File: src/rtl/axi_wr_arb.sv
// axi_wr_arb: round-robin AW arbiter plus in-order W routing FIFO for one crossbar master port.
// Optional same-cycle W bypass on an empty FIFO is enabled by defining AXI_WR_ARB_W_BYPASS_EN.
module axi_wr_arb #(
  parameter int unsigned NoSlvPorts = 32'd4,
  parameter int unsigned MaxWTrans  = 32'd4,
  parameter int unsigned SelWidth   = $clog2(NoSlvPorts)
) (
  input  logic                  clk_i,
  input  logic                  rst_i,
  input  logic [NoSlvPorts-1:0] slv_aw_valid_i,
  output logic [NoSlvPorts-1:0] slv_aw_ready_o,
  output logic                  mst_aw_valid_o,
  input  logic                  mst_aw_ready_i,
  output logic [SelWidth-1:0]   aw_sel_o,
  input  logic [NoSlvPorts-1:0] slv_w_valid_i,
  input  logic [NoSlvPorts-1:0] slv_w_last_i,
  output logic [NoSlvPorts-1:0] slv_w_ready_o,
  output logic                  mst_w_valid_o,
  output logic                  mst_w_last_o,
  input  logic                  mst_w_ready_i,
  output logic [SelWidth-1:0]   w_sel_o,
  output logic                  w_fifo_full_o,
  output logic                  w_fifo_empty_o
);

  localparam int unsigned PtrWidth = (MaxWTrans > 32'd1) ? $clog2(MaxWTrans) : 32'd1;
  localparam int unsigned CntWidth = $clog2(MaxWTrans + 32'd1);
  localparam logic [SelWidth-1:0] SelMax  = SelWidth'(NoSlvPorts - 32'd1);
  localparam logic [PtrWidth-1:0] PtrMax  = PtrWidth'(MaxWTrans - 32'd1);
  localparam logic [CntWidth-1:0] CntFull = CntWidth'(MaxWTrans);

  function automatic logic [SelWidth-1:0] sel_inc(input logic [SelWidth-1:0] v);
    sel_inc = (v == SelMax) ? {SelWidth{1'b0}} : v + 1'b1;
  endfunction

  function automatic logic [PtrWidth-1:0] ptr_inc(input logic [PtrWidth-1:0] v);
    ptr_inc = (v == PtrMax) ? {PtrWidth{1'b0}} : v + 1'b1;
  endfunction

  logic [SelWidth-1:0] rr_q, lock_idx_q, cand, sel, idx, head, w_sel;
  logic                lock_q, any_valid, hit;
  logic [SelWidth-1:0] fifo_q [MaxWTrans];
  logic [PtrWidth-1:0] wr_ptr_q, rd_ptr_q;
  logic [CntWidth-1:0] cnt_q;
  logic                fifo_full, fifo_empty, aw_hs, w_route, w_last_hs, push, pop;

  assign fifo_full      = (cnt_q == CntFull);
  assign fifo_empty     = (cnt_q == {CntWidth{1'b0}});
  assign head           = fifo_q[rd_ptr_q];
  assign sel            = lock_q ? lock_idx_q : cand;
  assign w_fifo_full_o  = fifo_full && !rst_i;
  assign w_fifo_empty_o = fifo_empty || rst_i;

  // Round-robin search for the first valid requester starting at rr_q
  always_comb begin
    cand      = rr_q;
    any_valid = 1'b0;
    idx       = rr_q;
    hit       = 1'b0;
    for (int unsigned i = 0; i < NoSlvPorts; i++) begin
      hit       = !any_valid && slv_aw_valid_i[idx];
      cand      = hit ? idx : cand;
      any_valid = any_valid | hit;
      idx       = sel_inc(idx);
    end
  end

  // AW channel outputs; nothing is offered while the routing FIFO is full or in reset
  always_comb begin
    slv_aw_ready_o = {NoSlvPorts{1'b0}};
    mst_aw_valid_o = 1'b0;
    aw_sel_o       = {SelWidth{1'b0}};
    if (rst_i) begin
      mst_aw_valid_o = 1'b0;
    end else begin
      mst_aw_valid_o      = any_valid && !fifo_full;
      slv_aw_ready_o[sel] = mst_aw_ready_i && !fifo_full;
      aw_sel_o            = sel;
    end
    aw_hs = mst_aw_valid_o && mst_aw_ready_i;
  end

  // W channel routing from the FIFO head (or the fresh grant when bypassing)
  always_comb begin
    w_route = 1'b0;
    w_sel   = {SelWidth{1'b0}};
    if (rst_i) begin
      w_route = 1'b0;
    end else if (!fifo_empty) begin
      w_route = 1'b1;
      w_sel   = head;
    end
`ifdef AXI_WR_ARB_W_BYPASS_EN
    else if (aw_hs) begin
      w_route = 1'b1;
      w_sel   = sel;
    end
`endif
    else begin
      w_route = 1'b0;
    end
    mst_w_valid_o        = w_route && slv_w_valid_i[w_sel];
    mst_w_last_o         = w_route && slv_w_last_i[w_sel];
    slv_w_ready_o        = {NoSlvPorts{1'b0}};
    slv_w_ready_o[w_sel] = w_route && mst_w_ready_i;
    w_sel_o              = w_sel;
    w_last_hs            = mst_w_valid_o && mst_w_ready_i && mst_w_last_o;
    // A last beat on an empty FIFO is a bypassed burst: its push and pop cancel
    pop                  = w_last_hs && !fifo_empty;
    push                 = aw_hs && !(fifo_empty && w_last_hs);
  end

  // Round-robin pointer and AW lock for valid stability under back-pressure
  always_ff @(posedge clk_i) begin
    if (rst_i) begin
      rr_q       <= {SelWidth{1'b0}};
      lock_q     <= 1'b0;
      lock_idx_q <= {SelWidth{1'b0}};
    end else if (aw_hs) begin
      rr_q   <= sel_inc(sel);
      lock_q <= 1'b0;
    end else if (mst_aw_valid_o && !mst_aw_ready_i) begin
      lock_q     <= 1'b1;
      lock_idx_q <= sel;
    end
  end

  // Routing FIFO storing granted requester indices in grant order
  always_ff @(posedge clk_i) begin
    if (rst_i) begin
      wr_ptr_q <= {PtrWidth{1'b0}};
      rd_ptr_q <= {PtrWidth{1'b0}};
      cnt_q    <= {CntWidth{1'b0}};
      for (int unsigned i = 0; i < MaxWTrans; i++) begin
        fifo_q[i] <= {SelWidth{1'b0}};
      end
    end else begin
      if (push) begin
        fifo_q[wr_ptr_q] <= sel;
        wr_ptr_q         <= ptr_inc(wr_ptr_q);
      end
      if (pop) begin
        rd_ptr_q <= ptr_inc(rd_ptr_q);
      end
      case ({push, pop})
        2'b10:   cnt_q <= cnt_q + 1'b1;
        2'b01:   cnt_q <= cnt_q - 1'b1;
        default: cnt_q <= cnt_q;
      endcase
    end
  end

endmodule

File: config.mk
export PLATFORM = sky130hd
export DESIGN_NAME = axi_wr_arb
export DESIGN_NICKNAME = d
export VERILOG_FILES = /design/src/rtl/axi_wr_arb.sv
export SDC_FILE = /design/constraint.sdc
export NUM_CORES = 1
export LEC_CHECK = 0
export CAP_MARGIN = 15
export CORE_UTILIZATION = 52
export CTS_CLUSTER_DIAMETER = 30
export CTS_CLUSTER_SIZE = 8
export DETAILED_ROUTE_END_ITERATION = 7
export PLACE_DENSITY_LB_ADDON = 0.3
export SETUP_SLACK_MARGIN = 0.2
export SYNTH_ARGS = -nofsm -noshare
export SYNTH_HDL_FRONTEND = slang
export SYNTH_SLANG_ARGS = --single-unit
File: constraint.sdc
create_clock -name clk_i -period 4.4 [get_ports clk_i]
set_input_delay 1.1 -clock clk_i [delete_from_list [all_inputs] [get_ports clk_i]]
set_output_delay 1.1 -clock clk_i [all_outputs]
set_load 0.005 [all_outputs]
# Yosys cells after proc, flatten, opt, wreduce, memory -nomap -nowiden
# Memory sizes are Yosys's and may differ from the RTL's. A register that Yosys moved wholly into a read port is not among the register bits.
# Cells that the tools add are included.
[totals] in_bits=16 mem_count=1 register_bits=12 ramBits=8 word_cells=114
[classes] reduce_logical=32 n_mux=44 order_cmp=8 n_eq_ne=9 addsub=8 bitwise=6
[mem_list] memory="fifo_q" words=4 width=2 read_ports=1 rd_ports_with_merged_regs=1 write_ports=4 line_no="42" source="logic [SelWidth-1:0] fifo_q [MaxWTrans];"
[op_table] cell="$mux W2" count=17
[op_table] cell="$logic_and A1 B1 Y1" count=18
[op_table] cell="$lt A2 B3 Y1 const B" count=6
[op_table] cell="$mux W1" count=17
[op_table] cell="$eq A2 B2 Y1 const B" count=7
[op_table] cell="$add A2 B1 Y2 const B" count=6
[op_table] cell="$bmux W1 S2" count=6
[op_table] cell="$and A4 B4 Y4" count=2
[op_table] cell="$logic_not A1 Y1" count=8
[op_table] cell="$pmux W3 S2" count=1
[op_table] cell="$demux W1 S2" count=2
[op_table] cell="$ge A2 B1 Y1 const B" count=2
[op_table] cell="$mux W4" count=1
[op_table] cell="$reduce_or A2 Y1" count=2
[op_table] cell="$add A3 B1 Y3 const B" count=1
[op_table] cell="$eq A3 B3 Y1 const B" count=1
[op_table] cell="$logic_not A3 Y1" count=1
[op_table] cell="$or A1 B1 Y1" count=3
[op_table] cell="$sub A3 B1 Y3 const B" count=1
[op_table] cell="$eq A2 B1 Y1 const B" count=1
[op_table] cell="$reduce_and A2 Y1" count=1
[op_table] cell="$reduce_bool A2 Y1" count=1
[op_table] cell="$logic_or A1 B1 Y1" count=1
[op_table] cell="$not A1 Y1" count=1

# Logic depth before layout (Yosys ltp)
[depth] ltp_word=21 depth_mapped=14 depth_no_buf=12

# Worst setup path before layout
# OpenSTA, ideal clock, no wires.
[synth_path] path_kind="input -> output" startpoint="in slv_aw_valid_i[3]" endpoint="out slv_aw_ready_o[2]" setup_slack_ps=492 required_ps=3300 arrival_time_ps=2808 cell_stages=8 path_cell_list="buf_2 mux4_2 o41ai_1 o31a_1 buf_6 inv_1 ha_1 and3_1"
[synth_between] elab_chain_cells=18 elab_cells_between_ends=27
[synth_lines] element="start: declaration" line_no="10" source="input logic [NoSlvPorts-1:0] slv_aw_valid_i,"
[synth_lines] element="$bmux W1 S2" line_no="61" source="hit = !any_valid && slv_aw_valid_i[idx];"
[synth_lines] element="$mux W1 (not written as such)" line_no="61"
[synth_lines] element="$logic_not A1 Y1" line_no="61"
[synth_lines] element="$logic_and A1 B1 Y1" line_no="61"
[synth_lines] element="$or A1 B1 Y1" line_no="63" source="any_valid = any_valid | hit;"
[synth_lines] element="$logic_not A1 Y1" line_no="61"
[synth_lines] element="$logic_and A1 B1 Y1" line_no="61"
[synth_lines] element="$or A1 B1 Y1" line_no="63"
[synth_lines] element="(+3 left out)"
[synth_lines] element="$mux W2 *" line_no="50" source="assign sel = lock_q ? lock_idx_q : cand;"
[synth_lines] element="net sel[1]" line_no="40" source="logic [SelWidth-1:0] rr_q, lock_idx_q, cand, sel, idx, head, w_sel;"
[synth_lines] element="$lt A2 B3 Y1 (not written as such) / $ge A2 B1 Y1 (equally long branches)" line_no="77" source="slv_aw_ready_o[sel] = mst_aw_ready_i && !fifo_full;"
[synth_lines] element="$logic_and A1 B1 Y1" line_no="77"
[synth_lines] element="$mux W1 (not written as such)" line_no="77"
[synth_lines] element="$demux W1 S2 *" line_no="77"
[synth_lines] element="$and A4 B4 Y4 (no line) *"
[synth_lines] element="$mux W4 *" line_no="73" source="if (rst_i) begin"
[synth_lines] element="end: declaration" line_no="11" source="output logic [NoSlvPorts-1:0] slv_aw_ready_o,"
# The timed path passes the listed nets; every way through them passes the cells marked *. The select of a mux whose other input is x is not followed.

# Worst setup path in the final report
[layout_path] startpoint="in slv_aw_valid_i[0]" endpoint="out slv_aw_ready_o[1]"
[layout_between] elab_chain_cells=18 elab_cells_between_ends=27
[layout_lines] element="$bmux W1 S2" line_no="61"
[layout_lines] element="$mux W1 (not written as such)" line_no="61"
[layout_lines] element="$logic_not A1 Y1" line_no="61"
[layout_lines] element="$logic_and A1 B1 Y1" line_no="61"
[layout_lines] element="$or A1 B1 Y1" line_no="63"
[layout_lines] element="$logic_not A1 Y1" line_no="61"
[layout_lines] element="$logic_and A1 B1 Y1" line_no="61"
[layout_lines] element="$or A1 B1 Y1" line_no="63"
[layout_lines] element="(+2 left out)"
[layout_lines] element="$mux W2 *" line_no="62" source="cand = hit ? idx : cand;"
[layout_lines] element="$mux W2 *" line_no="50"
[layout_lines] element="$lt A2 B3 Y1 (not written as such) / $ge A2 B1 Y1 (equally long branches)" line_no="77"
[layout_lines] element="$logic_and A1 B1 Y1" line_no="77"
[layout_lines] element="$mux W1 (not written as such)" line_no="77"
[layout_lines] element="$demux W1 S2 *" line_no="77"
[layout_lines] element="$and A4 B4 Y4 (no line) *"
[layout_lines] element="$mux W4 *" line_no="73"
# Mark *: on every way between the ends. The rest lies on a longest branch, timed or not. The select of a mux whose other input is x is not followed.

==> results.md <==
- Clock Skew: 11.1 ps
- Met3 WL: 309 um
- Leakage: 0.953 nW
- Avg WL per Cell: 15.5 um
- Nature of the critical path startpoint: input port
- Finish-stage setup viols: 0
- Register area share after synthesis: 31.4%
- Die H: 58.5 um
- WHS Path Cells: 2
- Root Buffer: clkbuf_4
- Initial Util: 54.8%
- CTS Buf Count: 3
- Layout cell share with drive strength beyond 1: 30.1%
- Crit-path cells: buf_2, mux4_2, buf_6, a31oi_4, a221oi_2, o31a_1, buf_6, buf_4, ha_1, and3_1, buf_2
- Routability cong.: 0.985
- CP max stage cell: mux4_2
- Initial antenna violation count: 0
- Critical Path End Type: primary output
- Final Max Tran Viols: 0
- Fin crit period: 4150 ps
- Syn Inst Count: 191
- CP Max Fanout: 5
- Peak Freq: 0.241 GHz
- GR Util All Layers: 26.2%
- Die Wd: 58.5 um
- Uppermost routed layer: met4
- Area of the core: 0.00303 mm2
- R2r worst-path depth: 14
- Worst-path clk slew: 120 ps
- Filler cells: 215
- Vias in the first global route: 1526
- Worst R2R End: cnt_q[2]$_SDFFE_PP0P_
- Inst Count DP: 278
- Grt ovf: 0
- Post-synthesis async set-or-reset flop share: 0%
- Util after Layout: 76.2%
- Ys flop type: dfxtp_1
- Met2 WL: 2.37 mm
- Post-DP HPWL: 3.32 mm
- Status: finished clean
- R2r setup slk: 960 ps
- RR Startpoint: rr_q[1]$_SDFFE_PP0P_
- CP Class: input port to primary output
- Clock Path Buffers: 2
- Hold/Removal Path Class: register to register
- Area growth syn-to-layout: 39.0%
- Maximum vdd drop: 0.274 mV
- Mapped Area: 0.00166 mm2
- First-pass GRT wire length: 6.82 mm
- Multi-input gate area: 0.00110 mm2
- H-tree depth: 1
- CP startpoint: slv_aw_valid_i[0]
- Number of clock sinks: 22
- Nets@finish: 275
- Antenna-violating nets left: 0
- Via Count: 1676
- Met1 wire length: 1.78 mm
- Hold Path Origin: lock_idx_q[0]$_SDFFE_PP0P_
- DRT iter0 DRCs: 98
- Avg Vias per Cell: 5.72
- Final WL: 4.54 mm
- Tcrit/Tclk final: 94.2%
- Reg area: 520 um2
- Unique cell type count in the Yosys netlist: 49
- Num rows: 20
- Final non-filler cell total: 293
- Placed Area: 0.00212 mm2
- Clock Latency Late Sink: 320 ps
- CTS tree: done
- Hold Fails Final Rpt: 0
- Slew Limit Headroom: 66.8%
- RSZ-0062 raised after global routing: false
- Pre-antenna DRT Iters: 4
- Post-route DRC violation count: 0
- Yosys warnings: 0
- Antenna cells: 0
- Avg Cell Area, Syn: 8.69 um2
- End of the worst hold path: lock_idx_q[0]$_SDFFE_PP0P_
- I/O Pins: 33
- Hold-fix buffers at CTS: 0
- Port-buffer cells: 32
- DIE AREA: 0.00342 mm2
- Syn_nets: 216
- Max Cap Viol: 0
- Pwr dens: 302 mW/mm2
- Least-Margin Pin Slew: 497 ps
- Synth Register Bits: 22
- Arr. time, crit path: 3050 ps
- Largest net degree at the start of global routing: 16
- EDFF count, synth: 8
- Slowest cell delay on critical path: 480 ps
- WP data required: 3300 ps
- Post-route cell area: 0.00231 mm2
-- cell type report --
class | instances | area share [%]
tap | 44 | 2.39
multi-input combinational | 146 | 47.5
clock inverter | 1 | 1.30
inverter | 14 | 2.28
clock buffer | 3 | 0.977
timing repair buffer | 63 | 23.0
sequential | 22 | 22.6
-- through the flow --
step / TNS [ps] / power, mW / hold slack [ps] / setup WS (ps)
after floorplan: 0 / 0.387 / 470 / 492
after global placement: -1620 / 0.471 / 499 / -384
after detailed placement: -1760 / 0.479 / 520 / -435
after CTS: 0 / 0.670 / 541 / 104
after global routing: 0 / 0.726 / 566 / 171
final: 0 / 0.696 / 533 / 254
-- state kept, by name, summed over array words and instances, names as in the netlist, named ones only --
signal,cells
wr_ptr_q,2
rd_ptr_q,2
fifo_q,8
lock_idx_q,2
rr_q,2
lock_q,1
cnt_q,3
-- worst max-delay path by stage --
stage / slack (ps) / depth (start not counted) / end
2_1_floorplan: 490 / 8 / slv_aw_ready_o[2]
3_3_place_gp: -380 / 9 / slv_aw_ready_o[1]
3_5_place_dp: -430 / 8 / slv_aw_ready_o[2]
4_1_cts: 100 / 10 / slv_aw_ready_o[3]
5_1_grt: 170 / 12 / slv_aw_ready_o[1]
6_report: 250 / 11 / slv_aw_ready_o[1]
-- what timing repair did --
action | 4_1_cts | 5_1_grt
resized for setup | 38 | 15
endpoints found under the setup margin | 7 | 6
setup buffers | 9 | 2
pin swaps | 8 | 5
cloned | 0 | 0
-- Yosys cell counts (all sizes together) (2+ instances only) --
cell type | instances | area [um2]
and3 | 5 | 31.3
and2 | 2 | 12.5
o21ai | 3 | 15.0
clkbuf | 2 | 7.51
mux2 | 5 | 56.3
or3 | 6 | 37.5
dfxtp | 14 | 280
nand2 | 14 | 52.6
or2 | 3 | 18.8
inv | 14 | 52.6
ha | 8 | 100
o31ai | 3 | 36.3
nor3b | 2 | 15.0
nor2 | 33 | 126
xor2 | 2 | 17.5
nor3 | 5 | 30.0
edfxtp | 8 | 240
a31oi | 3 | 18.8
nor2b | 4 | 25.0
nand2b | 9 | 56.3
mux4 | 5 | 113
a211oi | 2 | 20.0
buf | 7 | 56.3
a21oi | 12 | 60.1
nand3 | 4 | 20.0
-- logic make-up after synthesis --
family          count (synthesis)  synth area share (%)
simple gates                   89                  26.5
xor+xnor                        2                  1.06
mux                            11                  10.8
compound gates                 35                  16.0
fa+ha+maj                       9                  7.24
flops                          22                  31.4
buf+inv                        23                  7.01
-- where the power goes --
part | leakage, nW | internal [mW] | switching, mW | total, mW
clock | 0.0279 | 0.0922 | 0.0663 | 0.159
combinational | 0.728 | 0.154 | 0.147 | 0.301
sequential | 0.197 | 0.225 | 0.0123 | 0.237
-- worst max-delay path: cells and delay by family --
family | cells | cell delay, ps
AND/OR/NAND/NOR | 1 | 150
multiplexers | 1 | 480
buffers and inverters | 5 | 670
adder cells (fa/ha/maj) | 1 | 160
AO/OA/AOI/OAI | 3 | 480
-- routing by layer --
layer / up-vias / track usage, %
met5: - / 0
met2: 72 / 47.6
li1: 793 / -
met3: 10 / 1.76
met1: 801 / 33.0
met4: 0 / 8.84
-- placed cells by master (no fill, tap or decap), types with 5 or more instances in the layout --
master / Yosys / routed
clkdlybuf4s50_1: 0 / 22
or3_1: 6 / 6
a21oi_1: 12 / 11
buf_6: 3 / 5
buf_2: 3 / 6
nand2b_1: 9 / 9
mux4_2: 5 / 5
edfxtp_1: 8 / 8
inv_1: 13 / 11
nor2_1: 32 / 30
dfxtp_1: 14 / 14
and3_1: 5 / 5
buf_4: 1 / 26
ha_1: 8 / 6
nand2_1: 14 / 13
No activity file was read; power rests on OpenSTA's default activity.
